$ cat config.mk
export PLATFORM = sky130hd
export DESIGN_NAME = alu_arbiter
export DESIGN_NICKNAME = d
export VERILOG_FILES = /design/src/rtl/alu_arbiter_pkg.sv /design/src/rtl/alu_arbiter_alu.sv /design/src/rtl/alu_arbiter.sv
export SDC_FILE = /design/constraint.sdc
export NUM_CORES = 1
export LEC_CHECK = 0
export CORE_MARGIN = 5
export CORE_UTILIZATION = 45
export CTS_BUF_LIST = sky130_fd_sc_hd__clkbuf_8
export CTS_CLUSTER_DIAMETER = 200
export DETAILED_ROUTE_END_ITERATION = 8
export GPL_TIMING_DRIVEN = 0
export HOLD_SLACK_MARGIN = 0.1
export PLACE_DENSITY = 0.78
export SLEW_MARGIN = 25
export SYNTH_ARGS = -nofsm -noshare
export SYNTH_HDL_FRONTEND = slang
export SYNTH_SLANG_ARGS = --single-unit
$ cat constraint.sdc
create_clock -name clock -period 5.9 [get_ports clock]
set_input_delay 1.18 -clock clock [delete_from_list [all_inputs] [get_ports clock]]
set_output_delay 1.18 -clock clock [all_outputs]
set_load 0.05 [all_outputs]
$ cat src/rtl/alu_arbiter_pkg.sv
// ---------------------------------------------------------------------------
// alu_arbiter_pkg
//   Shared constants for the ALU and its two-port arbiter:
//   - ALU opcodes (ALU_*_OP)
//   - requester ids (ALU_REQ_EXEC, ALU_REQ_BRANCH)
// ---------------------------------------------------------------------------
package alu_arbiter_pkg;

    // ALU opcodes
    localparam logic [3:0] ALU_ADD_OP  = 4'd0;
    localparam logic [3:0] ALU_SUB_OP  = 4'd1;
    localparam logic [3:0] ALU_AND_OP  = 4'd2;
    localparam logic [3:0] ALU_OR_OP   = 4'd3;
    localparam logic [3:0] ALU_XOR_OP  = 4'd4;
    localparam logic [3:0] ALU_SLL_OP  = 4'd5;
    localparam logic [3:0] ALU_SRL_OP  = 4'd6;
    localparam logic [3:0] ALU_SRA_OP  = 4'd7;
    localparam logic [3:0] ALU_SLT_OP  = 4'd8;
    localparam logic [3:0] ALU_SLTU_OP = 4'd9;

    // Requester ids: port 0 is the execute stage, port 1 the branch/address unit
    localparam logic ALU_REQ_EXEC   = 1'b0;
    localparam logic ALU_REQ_BRANCH = 1'b1;

endpackage

$ cat src/rtl/alu_arbiter_alu.sv
// ---------------------------------------------------------------------------
// alu_arbiter_alu
//   Purely combinational ALU shared by the arbiter.
//   Ports:
//     a, b    [WIDTH-1:0]     operands
//     op      [OP_WIDTH-1:0]  opcode (ALU_*_OP)
//     result  [WIDTH-1:0]     result; unknown opcodes give 0
//   Add/sub wrap around, shift amount is b[4:0], SLT signed, SLTU unsigned.
// ---------------------------------------------------------------------------
module alu_arbiter_alu
    import alu_arbiter_pkg::*;
#(
    parameter int WIDTH    = 32,
    parameter int OP_WIDTH = 4
) (
    input  logic [WIDTH-1:0]    a,
    input  logic [WIDTH-1:0]    b,
    input  logic [OP_WIDTH-1:0] op,
    output logic [WIDTH-1:0]    result
);

    logic [4:0] w_shamt;
    assign w_shamt = b[4:0];

    always_comb begin
        // NOTE: result gets a default before the case so no latch is inferred.
        result = '0;
        case (op)
            ALU_ADD_OP:  result = a + b;
            ALU_SUB_OP:  result = a - b;
            ALU_AND_OP:  result = a & b;
            ALU_OR_OP:   result = a | b;
            ALU_XOR_OP:  result = a ^ b;
            ALU_SLL_OP:  result = a << w_shamt;
            ALU_SRL_OP:  result = a >> w_shamt;
            ALU_SRA_OP:  result = WIDTH'($signed(a) >>> w_shamt);
            ALU_SLT_OP:  result = {{(WIDTH-1){1'b0}}, ($signed(a) < $signed(b))};
            ALU_SLTU_OP: result = {{(WIDTH-1){1'b0}}, (a < b)};
            default:     result = '0;
        endcase
    end

endmodule

$ cat src/rtl/alu_arbiter.sv
// ---------------------------------------------------------------------------
// alu_arbiter
//   Shares one combinational ALU between two requesters with round-robin
//   arbitration. The granted requester's operands feed the ALU in the grant
//   cycle; the result lands in a one-entry register tagged with its owner and
//   is presented on that owner's response channel the following cycle.
//   Ports (x = 0 execute stage, x = 1 branch/address unit):
//     clock, reset          rising-edge clock, synchronous active-high reset
//     req_valid_x   in      operation offered
//     req_ready_x   out     operation accepted this cycle
//     req_a_x/b_x   in      operands [WIDTH-1:0]
//     req_op_x      in      opcode   [OP_WIDTH-1:0]
//     resp_valid_x  out     result available for requester x
//     resp_ready_x  in      requester x consumes the result
//     resp_result_x out     result (0 when resp_valid_x is low)
// ---------------------------------------------------------------------------
module alu_arbiter
    import alu_arbiter_pkg::*;
#(
    parameter int WIDTH    = 32,
    parameter int OP_WIDTH = 4
) (
    input  logic                clock,
    input  logic                reset,
    input  logic                req_valid_0,
    output logic                req_ready_0,
    input  logic [WIDTH-1:0]    req_a_0,
    input  logic [WIDTH-1:0]    req_b_0,
    input  logic [OP_WIDTH-1:0] req_op_0,
    output logic                resp_valid_0,
    input  logic                resp_ready_0,
    output logic [WIDTH-1:0]    resp_result_0,
    input  logic                req_valid_1,
    output logic                req_ready_1,
    input  logic [WIDTH-1:0]    req_a_1,
    input  logic [WIDTH-1:0]    req_b_1,
    input  logic [OP_WIDTH-1:0] req_op_1,
    output logic                resp_valid_1,
    input  logic                resp_ready_1,
    output logic [WIDTH-1:0]    resp_result_1
);

    logic             r_res_valid;
    logic             r_res_owner;
    logic [WIDTH-1:0] r_res_data;
    logic             r_last_grant;

    logic                w_owner_ready;
    logic                w_can_accept;
    logic                w_grant;
    logic                w_accept;
    logic [WIDTH-1:0]    w_alu_a;
    logic [WIDTH-1:0]    w_alu_b;
    logic [OP_WIDTH-1:0] w_alu_op;
    logic [WIDTH-1:0]    w_alu_result;

    // The slot frees up when it is empty or its owner drains it this cycle,
    // which lets a drain and a new accept share one cycle.
    assign w_owner_ready = (r_res_owner == ALU_REQ_BRANCH) ? resp_ready_1 : resp_ready_0;
    assign w_can_accept  = !r_res_valid || w_owner_ready;

    // A lone requester always wins; on conflict the one not granted last wins.
    always_comb begin
        w_grant = ALU_REQ_EXEC;
        if (req_valid_0 && req_valid_1) begin
            w_grant = ~r_last_grant;
        end else if (req_valid_1) begin
            w_grant = ALU_REQ_BRANCH;
        end
    end

    assign req_ready_0 = w_can_accept && (w_grant == ALU_REQ_EXEC)   && req_valid_0 && !reset;
    assign req_ready_1 = w_can_accept && (w_grant == ALU_REQ_BRANCH) && req_valid_1 && !reset;
    assign w_accept    = req_ready_0 || req_ready_1;

    // With no grant w_grant is 0, so requester 0 drives the ALU; the result
    // is simply not captured.
    assign w_alu_a  = (w_grant == ALU_REQ_BRANCH) ? req_a_1  : req_a_0;
    assign w_alu_b  = (w_grant == ALU_REQ_BRANCH) ? req_b_1  : req_b_0;
    assign w_alu_op = (w_grant == ALU_REQ_BRANCH) ? req_op_1 : req_op_0;

    alu_arbiter_alu #(
        .WIDTH    (WIDTH),
        .OP_WIDTH (OP_WIDTH)
    ) u_alu (
        .a      (w_alu_a),
        .b      (w_alu_b),
        .op     (w_alu_op),
        .result (w_alu_result)
    );

    // NOTE: non-blocking assignments so every register samples pre-edge values.
    always_ff @(posedge clock) begin
        if (reset) begin
            r_res_valid  <= 1'b0;
            r_res_owner  <= ALU_REQ_EXEC;
            r_res_data   <= '0;
            r_last_grant <= ALU_REQ_BRANCH;   // requester 0 wins the first conflict
        end else if (w_accept) begin
            r_res_valid  <= 1'b1;
            r_res_owner  <= w_grant;
            r_res_data   <= w_alu_result;
            r_last_grant <= w_grant;
        end else if (r_res_valid && w_owner_ready) begin
            r_res_valid  <= 1'b0;             // data left stale, never observable
        end
    end

    // Gated by reset so nothing leaks out before the first reset edge.
    assign resp_valid_0  = r_res_valid && (r_res_owner == ALU_REQ_EXEC)   && !reset;
    assign resp_valid_1  = r_res_valid && (r_res_owner == ALU_REQ_BRANCH) && !reset;
    assign resp_result_0 = resp_valid_0 ? r_res_data : '0;
    assign resp_result_1 = resp_valid_1 ? r_res_data : '0;

endmodule

==> results.md <==
Run status:
- The run finished with clean final reports.

Worst setup path:
- In this run the critical register-to-register path is launched from r_last_grant.
- The highest fanout seen on the critical path is 19.
- Among the stages of the critical path, the cell type that occurs most often is sky130_fd_sc_hd__buf_8.
- The critical path starts at req_valid_1.
- The sort of element at the end of the critical path is a flip-flop.
- The category of the critical setup timing path is in -> reg.
- The most critical setup path has its endpoint at r_res_data[30].
- The worst setup slack for register-to-register paths is 990 ps.
- The endpoint arrival time on the critical path is 6090 ps.
- For the worst setup path, the data required time is 6110 ps.
- The largest single stage delay on the critical path is 550 ps.
- The depth of the worst register-to-register path is 19.
- The slowest stage of the critical path belongs to the cell sky130_fd_sc_hd__a2111oi_0.
- The signal on the critical path passes through clkdlybuf4s50_1 -> a21bo_1 -> buf_8 -> buf_12 -> buf_8 -> buf_16 -> buf_8 -> buf_8 -> nand2_1 -> nand2_2 -> ha_2 -> inv_1 -> a2111oi_0 -> o2bb2ai_2 -> o311ai_4 -> buf_4 -> a311oi_2 -> o21bai_1 -> mux2i_1 -> o31a_1.
- The endpoint of the lowest-slack register-to-register path is r_res_data[25].
- The startpoint class of the critical path is a primary input.

CTS:
- Clock-pin slew was measured on the worst setup and hold paths at 90 ps.
- The total number of H-tree levels is 2.
- For the worst-skew pair, the clock arrives at the later sink with an insertion delay of 320 ps.
- The number of clock buffers added by TritonCTS is 5.
- After clock tree synthesis, the flow added hold-fix buffers numbering 0.
- The number of buffers on the longest clock path is 2.
- The CTS tree is done.
- The cell at the root of the clock tree is sky130_fd_sc_hd__clkbuf_8.
- For this design, the sink count on the clock tree is 35.

STA:
- Across all hold checks on the routed design, the worst slack comes to 502 ps.
- Setup violations remaining at the end of the flow were counted as 0.
- The worst slew margin relative to its limit is 0.165.
- The highest clock frequency the design can meet is 170 MHz.
- The smallest clock period supported by the final layout is computed as 5890 ps.
- The setup clock skew after layout is 7.03 ps.
- The total count of hold-check failures in the final report is 0.
- The total count of max-transition violations in the final report is 0.
- The transition time of the tightest slew-check pin is 1220 ps.
- The post-route clock period utilization is 0.998.

Power:
- The peak supply drop is 0.116 mV.
- Dividing total power by cell area gives a power density of 170 nW/um^2.
- The standby leakage power is 7.20 nW.

Flow run:
- The tool flagged a number of max-cap violations equal to 0.

Synthesis:
- The commonest cells after synthesis are sky130_fd_sc_hd__nand2_1 (327), sky130_fd_sc_hd__mux2i_1 (202), sky130_fd_sc_hd__nor2_1 (161), sky130_fd_sc_hd__a21oi_1 (151), sky130_fd_sc_hd__ha_1 (97).
- The biggest area contributor in the post-synthesis netlist is sky130_fd_sc_hd__mux2i_1.
- After synthesis the cells add up to 13600 sq um.
- The synthesized design contains 35 register bits.
- The number of distinct library cells after synthesis is 103.
- The mean area per synthesized cell is 6.73 sq um.
- The share of synthesized area in the top cell type comes to 0.149.
- Sorting the synthesized cells by area gives the leading types as sky130_fd_sc_hd__mux2i_1 (15%), sky130_fd_sc_hd__nand2_1 (9.0%), sky130_fd_sc_hd__ha_1 (8.9%).
- When the netlist entered floorplanning its net count stood at 2257.
- The most numerous cell in the Yosys netlist is sky130_fd_sc_hd__nand2_1.
- After synthesis, the share of flip-flops with an asynchronous set or reset is 0.
- The share of synthesized area occupied by flip-flops and latches is 0.0516.
- During synthesis, Yosys emitted a total of 0 warnings.
- The most used flip-flop cell after synthesis is sky130_fd_sc_hd__dfxtp_1.
- The synthesized design contains 0 enable-type register cells.
- In the synthesized netlist, the number of instances is 2016.

Drt:
- The length of the first detailed-routing pass in iterations is 7.
- The remaining antenna violation count after routing is 0.
- The number of remaining DRC errors is 0.
- The final routed wire length divided by cell count is 31.4 um.
- Dividing the detail-routed via count by the number of cells gives 7.15.
- Summing over every cut layer, the via total after detailed routing is 18737.
- The first routing iteration left 3152 violations.
- The routed design has 82300 um of wire.

Place:
- The placement-stage cell area is 16100 sq um.
- The count of port buffers added during placement is 204.
- The HPWL after detailed placement is 65900 um.
- The weighted congestion at the end of routability-driven global placement is 1.15.
- Counting tap cells, the placed design contains a total of 2610 instances.

Global route:
- The first-pass GRT wire length is 116000 um.
- The number of antenna violations at the first check in global routing is 1.
- The number of global-route vias before repair was 17365.
- The largest net degree at the start of global routing is 21.
- For this run the aggregate overflow at the end of global routing stands at 0.
- Across every metal layer, demand over resource in global routing totals 0.457.

Final layout:
- The post-route cell area is 16800 sq um.
- Fill cells in the final layout number 2897.
- The finished layout holds 2621 standard cells, fillers aside.
- The fraction of final layout cells with drive strength greater than 1 is 0.115.
- From synthesis to final layout, the design area changed by 24.0%.
- The final layout contains 2470 nets.

Floorplanning:
- The overall die height is 184 um.
- The floorplan row count is 63.
- The total I/O pin count is 210.
- The area of the die is 33700 sq um.
- In this run the standard cell core region covers 29700 sq um.
- From left edge to right edge, the die measures 184 um.
- For this configuration, the core starts out at a cell density of 0.457.

Min path:
- The path type of the worst min-delay path is reg -> reg.
==> final cells by class <==
cell class	instances	area (sq um)	share of cell area
multi-input cells	1725	12100	0.717
inverters	96	363	0.0215
plain buffers	150	968	0.0575
diodes	1	2.50	0.000149
clock inverters	3	43.8	0.00260
clock buffers	5	68.8	0.00409
well taps	390	488	0.0290
repair buffers	216	2130	0.127
flip-flops and latches	35	701	0.0416
==> registers in the layout, indices dropped and copies added (netlist names) <==
register and flops:
r_res_data 32, r_last_grant 1, r_res_owner 1, r_res_valid 1
==> power breakdown <==
| part | switching (mW) | internal [mW] |
|---|---|---|
| clock network | 0.119 | 0.126 |
| registers | 0.0221 | 0.255 |
| logic | 1.55 | 0.789 |
==> kinds of logic (layout without fill, tap and decap cells) <==
group / after synthesis / count (layout) / synth area share
XOR/XNOR: 9 / 9 / 0.00581
flip-flops: 35 / 35 / 0.0516
other: 0 / 1 / 0
multiplexers: 247 / 247 / 0.192
AND/OR/NAND/NOR: 772 / 772 / 0.263
AO/OA/AOI/OAI: 598 / 598 / 0.308
buffers and inverters: 256 / 470 / 0.0877
adder cells (fa/ha/maj): 99 / 99 / 0.0924
==> worst min path at each step <==
stage | startpoint | to | cells after the start
2_1_floorplan | r_res_data[1] | r_res_data[1] | 2
3_3_place_gp | r_res_data[25] | r_res_data[25] | 2
3_5_place_dp | r_res_data[1] | r_res_data[1] | 2
4_1_cts | r_res_data[1] | r_res_data[1] | 2
5_1_grt | r_res_data[1] | r_res_data[1] | 2
6_report | r_res_data[1] | r_res_data[1] | 2
==> stage by stage <==
stage / utilization / setup TNS (ps) / power, mW / setup slack [ps]
final: 0.567 / 0 / 2.86 / 13.4
after global placement: 0.542 / -52320 / 2.32 / -2690
after global routing: 0.567 / -66.8 / 2.92 / -41.4
after CTS: 0.559 / 0 / 2.65 / 28.3
after detailed placement: 0.543 / -46140 / 2.33 / -2390
after floorplan: - / 0 / 1.56 / 547
==> routing by layer <==
layer,vias to the layer above,global-route usage,part of all wire
li1,7795,-,-
met1,8857,0.583,0.37
met2,1694,0.654,0.40
met3,385,0.183,0.16
met4,6,0.249,0.074
met5,-,0,0.0018
==> timing repair <==
item,in CTS,in global routing
hold endpoints to repair,0,0
pin swaps,9,8
resized for setup,84,57
setup endpoints to repair,27,17
buffers inserted,9,3
==> cell usage in the layout, fill, tap and decap left out, types with 35 or more instances in the layout <==
master	instances
sky130_fd_sc_hd__nand2_1	321
sky130_fd_sc_hd__clkdlybuf4s50_1	203
sky130_fd_sc_hd__mux2i_1	199
sky130_fd_sc_hd__nor2_1	161
sky130_fd_sc_hd__a21oi_1	147
sky130_fd_sc_hd__inv_1	90
sky130_fd_sc_hd__ha_1	90
sky130_fd_sc_hd__o21ai_0	88
sky130_fd_sc_hd__and2_1	73
sky130_fd_sc_hd__clkbuf_1	45
sky130_fd_sc_hd__buf_2	44
sky130_fd_sc_hd__nor3_1	43
sky130_fd_sc_hd__a211oi_1	42
sky130_fd_sc_hd__nand3_1	38
sky130_fd_sc_hd__mux2_2	36
sky130_fd_sc_hd__dfxtp_1	35
==> critical path: cells and delay by family <==
kind	cells	cell delay, ps
AO/OA/AOI/OAI	7	2090
adder cells (fa/ha/maj)	1	490
buffers and inverters	9	1920
multiplexers	1	150
AND/OR/NAND/NOR	2	210
No activity file was read; power rests on OpenSTA's default activity.
